`src/rtl/inst_mem_loader.sv`:
```
// Instruction RAM with a byte-serial program loader and a registered CPU fetch port.
// Latency: fetch data appears 1 cycle after read_inst_enable; a completed word is written on the edge of its last byte.
// Backpressure: load_ready is high only in LOAD; the CPU is held (cpu_run=0) until the download finishes.
module inst_mem_loader #(
    parameter int WIDTH_DATA = 32,
    parameter int AWIDTH     = 5,
    parameter int DEPTH      = 32
) (
    input  logic                  clk,
    input  logic                  reset,
    input  logic                  load_start,
    input  logic                  load_end,
    input  logic                  load_valid,
    input  logic [7:0]            load_data,
    output logic                  load_ready,
    input  logic [AWIDTH-1:0]     address_memory_inst,
    input  logic                  read_inst_enable,
    output logic [WIDTH_DATA-1:0] instruction,
    output logic                  cpu_run,
    output logic [AWIDTH:0]       words_loaded,
    output logic                  load_error
);

    localparam int BYTES = WIDTH_DATA / 8;
    localparam int BCW   = (BYTES > 1) ? $clog2(BYTES) : 1;

    typedef enum logic [1:0] {
        S_IDLE = 2'd0,
        S_LOAD = 2'd1,
        S_RUN  = 2'd2
    } state_t;

    state_t                r_state;
    state_t                w_next;
    logic [BCW-1:0]        r_byte_cnt;
    logic [AWIDTH-1:0]     r_wr_ptr;
    logic [AWIDTH:0]       r_words;
    logic                  r_error;
    logic [WIDTH_DATA-1:0] r_asm;
    logic [WIDTH_DATA-1:0] r_instr;
    logic [WIDTH_DATA-1:0] r_mem [DEPTH];

    logic                  w_accept;
    logic                  w_last;
    logic                  w_word_done;
    logic                  w_full;
    logic                  w_fetch_ok;
    logic [WIDTH_DATA-1:0] w_word;

    // A restart pulse takes priority, so a byte presented alongside load_start is dropped.
    assign w_accept    = (r_state == S_LOAD) && load_valid && !load_start;
    assign w_last      = (r_byte_cnt == BCW'(BYTES - 1));
    assign w_word_done = w_accept && w_last;
    assign w_full      = w_word_done && (r_words == (AWIDTH + 1)'(DEPTH - 1));
    // Big-endian assembly: earlier bytes move toward the MSB as new ones arrive.
    assign w_word      = WIDTH_DATA'({r_asm, load_data});
    assign w_fetch_ok  = ({1'b0, address_memory_inst} < (AWIDTH + 1)'(DEPTH));

    assign load_ready   = (r_state == S_LOAD);
    assign cpu_run      = (r_state == S_RUN);
    assign words_loaded = r_words;
    assign load_error   = r_error;
    assign instruction  = r_instr;

    // Next-state selection: start always (re)enters LOAD; LOAD leaves on a full RAM or load_end.
    always_comb begin
        w_next = r_state;
        case (r_state)
            S_IDLE: if (load_start) w_next = S_LOAD;
            S_LOAD: begin
                if (load_start)                w_next = S_LOAD;
                else if (w_full || load_end)   w_next = S_RUN;
            end
            S_RUN:  if (load_start) w_next = S_LOAD;
            default: w_next = S_IDLE;
        endcase
    end

    // State register.
    always_ff @(posedge clk) begin
        if (!reset) r_state <= S_IDLE;
        else        r_state <= w_next;
    end

    // Loader bookkeeping: byte counter, write pointer, word count and partial-word flag.
    always_ff @(posedge clk) begin
        if (!reset) begin
            r_byte_cnt <= '0;
            r_wr_ptr   <= '0;
            r_words    <= '0;
            r_error    <= 1'b0;
            r_asm      <= '0;
        end else if (load_start) begin
            r_byte_cnt <= '0;
            r_wr_ptr   <= '0;
            r_words    <= '0;
            r_error    <= 1'b0;
        end else if (r_state == S_LOAD) begin
            if (w_accept) begin
                r_asm <= w_word;
                if (w_last) begin
                    r_byte_cnt <= '0;
                    r_wr_ptr   <= r_wr_ptr + 1'b1;
                    r_words    <= r_words + 1'b1;
                end else begin
                    r_byte_cnt <= r_byte_cnt + 1'b1;
                end
            end
            // Ending mid-word drops the partial bytes; a word completing on this edge is not partial.
            if (load_end && !w_full) begin
                r_byte_cnt <= '0;
                r_error    <= (r_byte_cnt != '0) && !w_word_done;
            end
        end
    end

    // RAM write port; contents deliberately survive reset.
    always_ff @(posedge clk) begin
        if (reset && w_word_done) r_mem[r_wr_ptr] <= w_word;
    end

    // Fetch port: only live in RUN, zero otherwise; out-of-range addresses read as zero.
    always_ff @(posedge clk) begin
        if (!reset || (r_state != S_RUN)) begin
            r_instr <= '0;
        end else if (read_inst_enable) begin
            r_instr <= w_fetch_ok ? r_mem[address_memory_inst] : '0;
        end
    end

endmodule

```
`config.mk`:
```
export PLATFORM = sky130hd
export DESIGN_NAME = inst_mem_loader
export DESIGN_NICKNAME = d
export VERILOG_FILES = /design/src/rtl/inst_mem_loader.sv
export SDC_FILE = /design/constraint.sdc
export NUM_CORES = 1
export LEC_CHECK = 0
export ABC_AREA = 1
export BUFFER_PORTS_ARGS = -buffer_cell sky130_fd_sc_hd__buf_2
export CORE_ASPECT_RATIO = 0.8
export CORE_MARGIN = 3
export CORE_UTILIZATION = 37
export DETAILED_ROUTE_END_ITERATION = 8
export SYNTH_ARGS = -nofsm -noshare
export SYNTH_HDL_FRONTEND = slang
export SYNTH_SLANG_ARGS = --single-unit
```
`constraint.sdc`:
```
create_clock -name clk -period 4.2 [get_ports clk]
set_input_delay 0.21 -clock clk [delete_from_list [all_inputs] [get_ports clk]]
set_output_delay 0.21 -clock clk [all_outputs]
set_load 0.005 [all_outputs]
```
==> run_results.csv <==
group,metric,value,unit
global_route,grt_pass1_vias,26820,
run_status,status,"finished clean",
power,p_leak,18.01,nW
logic_synthesis,synth.top_cells.by_count,"nand2_1, edfxtp_1, nand3_1",
flow_run,max-cap-violations,0,
setup_path,start_kind,"flip-flop",
logic_synthesis,async_flop_share,0,
setup_path,cp_max_fo,28,
hold_path,hold_class,"in -> reg",
setup_path,path_class,"reg -> reg",
timing,finClkSkew,0.03631,ns
logic_synthesis,postSynthAreaPerCell,11.77,sq um
logic_synthesis,synth_top_cell_area_share,0.6957,
finish,drive_gt1_frac,0.09492,
clock_tree,htree_num_levels,3,
detailed_routing,first_pass_iters,6,
logic_synthesis,syn_area,44200,sq um
timing,setup_viol,0,
timing,fin_tns_setup,0,ns
timing,rsz0062_at_grt,"no",
global_route,antenna_found_initial,5,
floorplanning,pin_count,60,
logic_synthesis,synth_top_cell_by_area,"edfxtp_1",
timing,max_slew_margin,0.2447,
timing,max_freq,286.0,MHz
detailed_routing,drt_iter0_drc,3879,
setup_path,reg2reg_slack,0.70,ns
global_route,grt_pass1_wl,179.8,mm
placed_design,io_buffers,59,
floorplanning,num_rows,112,
clock_tree,clock_sinks,1096,
clock_tree,cts_resized,0,
detailed_routing,drtAntennaViolNets,0,
floorplanning,die_w,392.4,um
setup_path,crit_path_end_kind,"flip-flop",
power,p_per_area,455.2,nW/um^2
global_route,grt_start_max_net_pins,207,
clock_tree,post_cts_buffers,0,
finish,area_growth,11.75,%
power,ir_drop,0.0002867,V
clock_tree,clk_pin_slew,0.06,ns
logic_synthesis,yosysSeqAreaShare,0.7283,
setup_path,critPathRequiredTime,4.59,ns
finish,nNetsFinal,3793,
floorplanning,core-area,117600,sq um
detailed_routing,viasPerCell,5.304,
detailed_routing,routedWlPerCell,22.58,um
detailed_routing,wl,121.8,mm
logic_synthesis,synth-edff-count,1024,
timing,drv_slew,0,
logic_synthesis,ys_warn_count,0,
logic_synthesis,synth_nets,3781,
timing,hold_viol_final,0,
hold_path,worstHoldPathCells,2,
finish,n_antenna_cell,0,
logic_synthesis,synth_seq_cells,1096,
setup_path,critical_path_arrival,3.89,ns
clock_tree,cts_buffers,101,
placed_design,hpwl,66.21,mm
finish,stdcell_area,49390,sq um
logic_synthesis,synthFlopType,"edfxtp_1",
clock_tree,cts_tree,"done",
timing,period_share,0.8325,
clock_tree,clk_latency,0.71,ns
clock_tree,cts.path.max_buffers,3,
floorplanning,die_h,315.1,um
detailed_routing,drc,0,
floorplanning,die_area,123700,sq um
placed_design,dpl-instance-area,45960,sq um
detailed_routing,num_vias,28620,
timing,worst_pin_slew,1.133,ns
timing,fin_crit,3.496,ns
placed_design,place_congestion,0.7911,
logic_synthesis,ys_top_cells_by_area,"edfxtp_1, nand2_1, nand3_1",
global_route,grt_use_total,0.1952,
floorplanning,initial_utilization,0.3759,
logic_synthesis,yosys.cell_count.top_type,"nand2_1",
setup_path,ff2ff_path_depth,10,
clock_tree,cts.root.buffer_cell,"clkbuf_16",
global_route,grt_overflow,0,
logic_synthesis,syn_inst,3755,
logic_synthesis,ys_types,25,
[final cells by class]
cell class	instances	area [sq um]
tap	1539	1926
multi-input combinational	2398	10600
clock buffer	149	2959
sequential	1096	32200
fill	10840	68180
clock inverter	43	441.7
timing repair buffer	145	1142
inverter	25	123.9
[layout by cell type, fill, tap and decap left out, types with 5 or more instances in the layout]
master      count
clkbuf_16     102
a21oi_1        33
bufinv_16       6
edfxtp_1     1024
nor2_4         33
dfxtp_2         8
inv_1          19
nand2_1      1331
buf_4          72
clkbuf_8       23
ha_1            7
nand3_1       845
clkinvlp_4      5
o21ai_0        65
buf_2          54
nor2_1         58
a21oi_2        14
clkinv_2       18
clkinv_1        8
dfxtp_1        64
clkbuf_1       24
buf_12         13
[cell families after synthesis]
group,share of synthesized area
fa+ha+maj,0.001982
compound gates,0.01438
buf+inv,0.03740
simple gates,0.2179
flops,0.7283
[report_power, final]
| group | internal [mW] | leakage [nW] | switching [mW] |
|---|---|---|---|
| registers | 11.9 | 10.5 | 0.0502 |
| logic | 0.278 | 5.82 | 0.880 |
| clock network | 5.28 | 1.66 | 4.10 |
| total | 17.5 | 18.0 | 5.03 |
[worst max-delay path, cell delays in order (launching register included)]
cell and delay (ns):
dfxtp_1 0.39, inv_1 0.11, nor2_4 0.14, nand2_2 0.05, buf_4 0.23, nor2_4 0.33
inv_2 0.16, nor2_1 0.30, nand2_1 0.37, nor2_4 0.84, buf_12 0.25
[state kept, by name, indices dropped and copies added, names as in the netlist]
| signal | count |
|---|---|
| instruction | 32 |
| load_error | 1 |
| r_asm | 24 |
| r_byte_cnt | 2 |
| r_mem | 1024 |
| r_state | 2 |
| r_wr_ptr | 5 |
| words_loaded | 6 |
[stage by stage]
stage	util	std cells	worst slack (ns)	total power [mW]	hold WS, ns
floorplan	-	3755	0.4671	12.92	0.3089
global route	0.4201	5395	0.5380	23.14	0.07672
finish	0.4201	5395	0.7037	22.48	0.09729
CTS	0.4201	5395	0.8022	22.60	0.03957
detailed placement	0.3909	5200	0.7898	13.33	0.4735
global placement	0.3909	5200	0.8928	13.32	0.4678
[final timing paths]
check / startpoint / end
max: r_state[0]$_SDFFE_PN0P_ / r_mem[28][27]$_DFFE_PP_
min reg2reg: load_error$_SDFFE_PP0P_ / load_error$_SDFFE_PP0P_
max reg2reg: r_state[0]$_SDFFE_PN0P_ / r_mem[28][27]$_DFFE_PP_
min: read_inst_enable / instruction[19]$_SDFFE_PP0P_
[per-layer routing]
metal  share of wire  vias to the layer above  GRT usage  wire length (um)
met5               0                        -          0                 0
met1            0.46                    13910     0.3062             55960
met3            0.10                      149    0.04660             12750
met4           0.019                        0    0.04210              2359
li1                -                    13180          -                 -
met2            0.42                     1375     0.2714             50770
[what timing repair did]
item	CTS	global route
hold buffers	3	0
endpoints found under the hold margin	33	0
setup endpoints to repair	0	0
(Power assumes the default switching activity.)
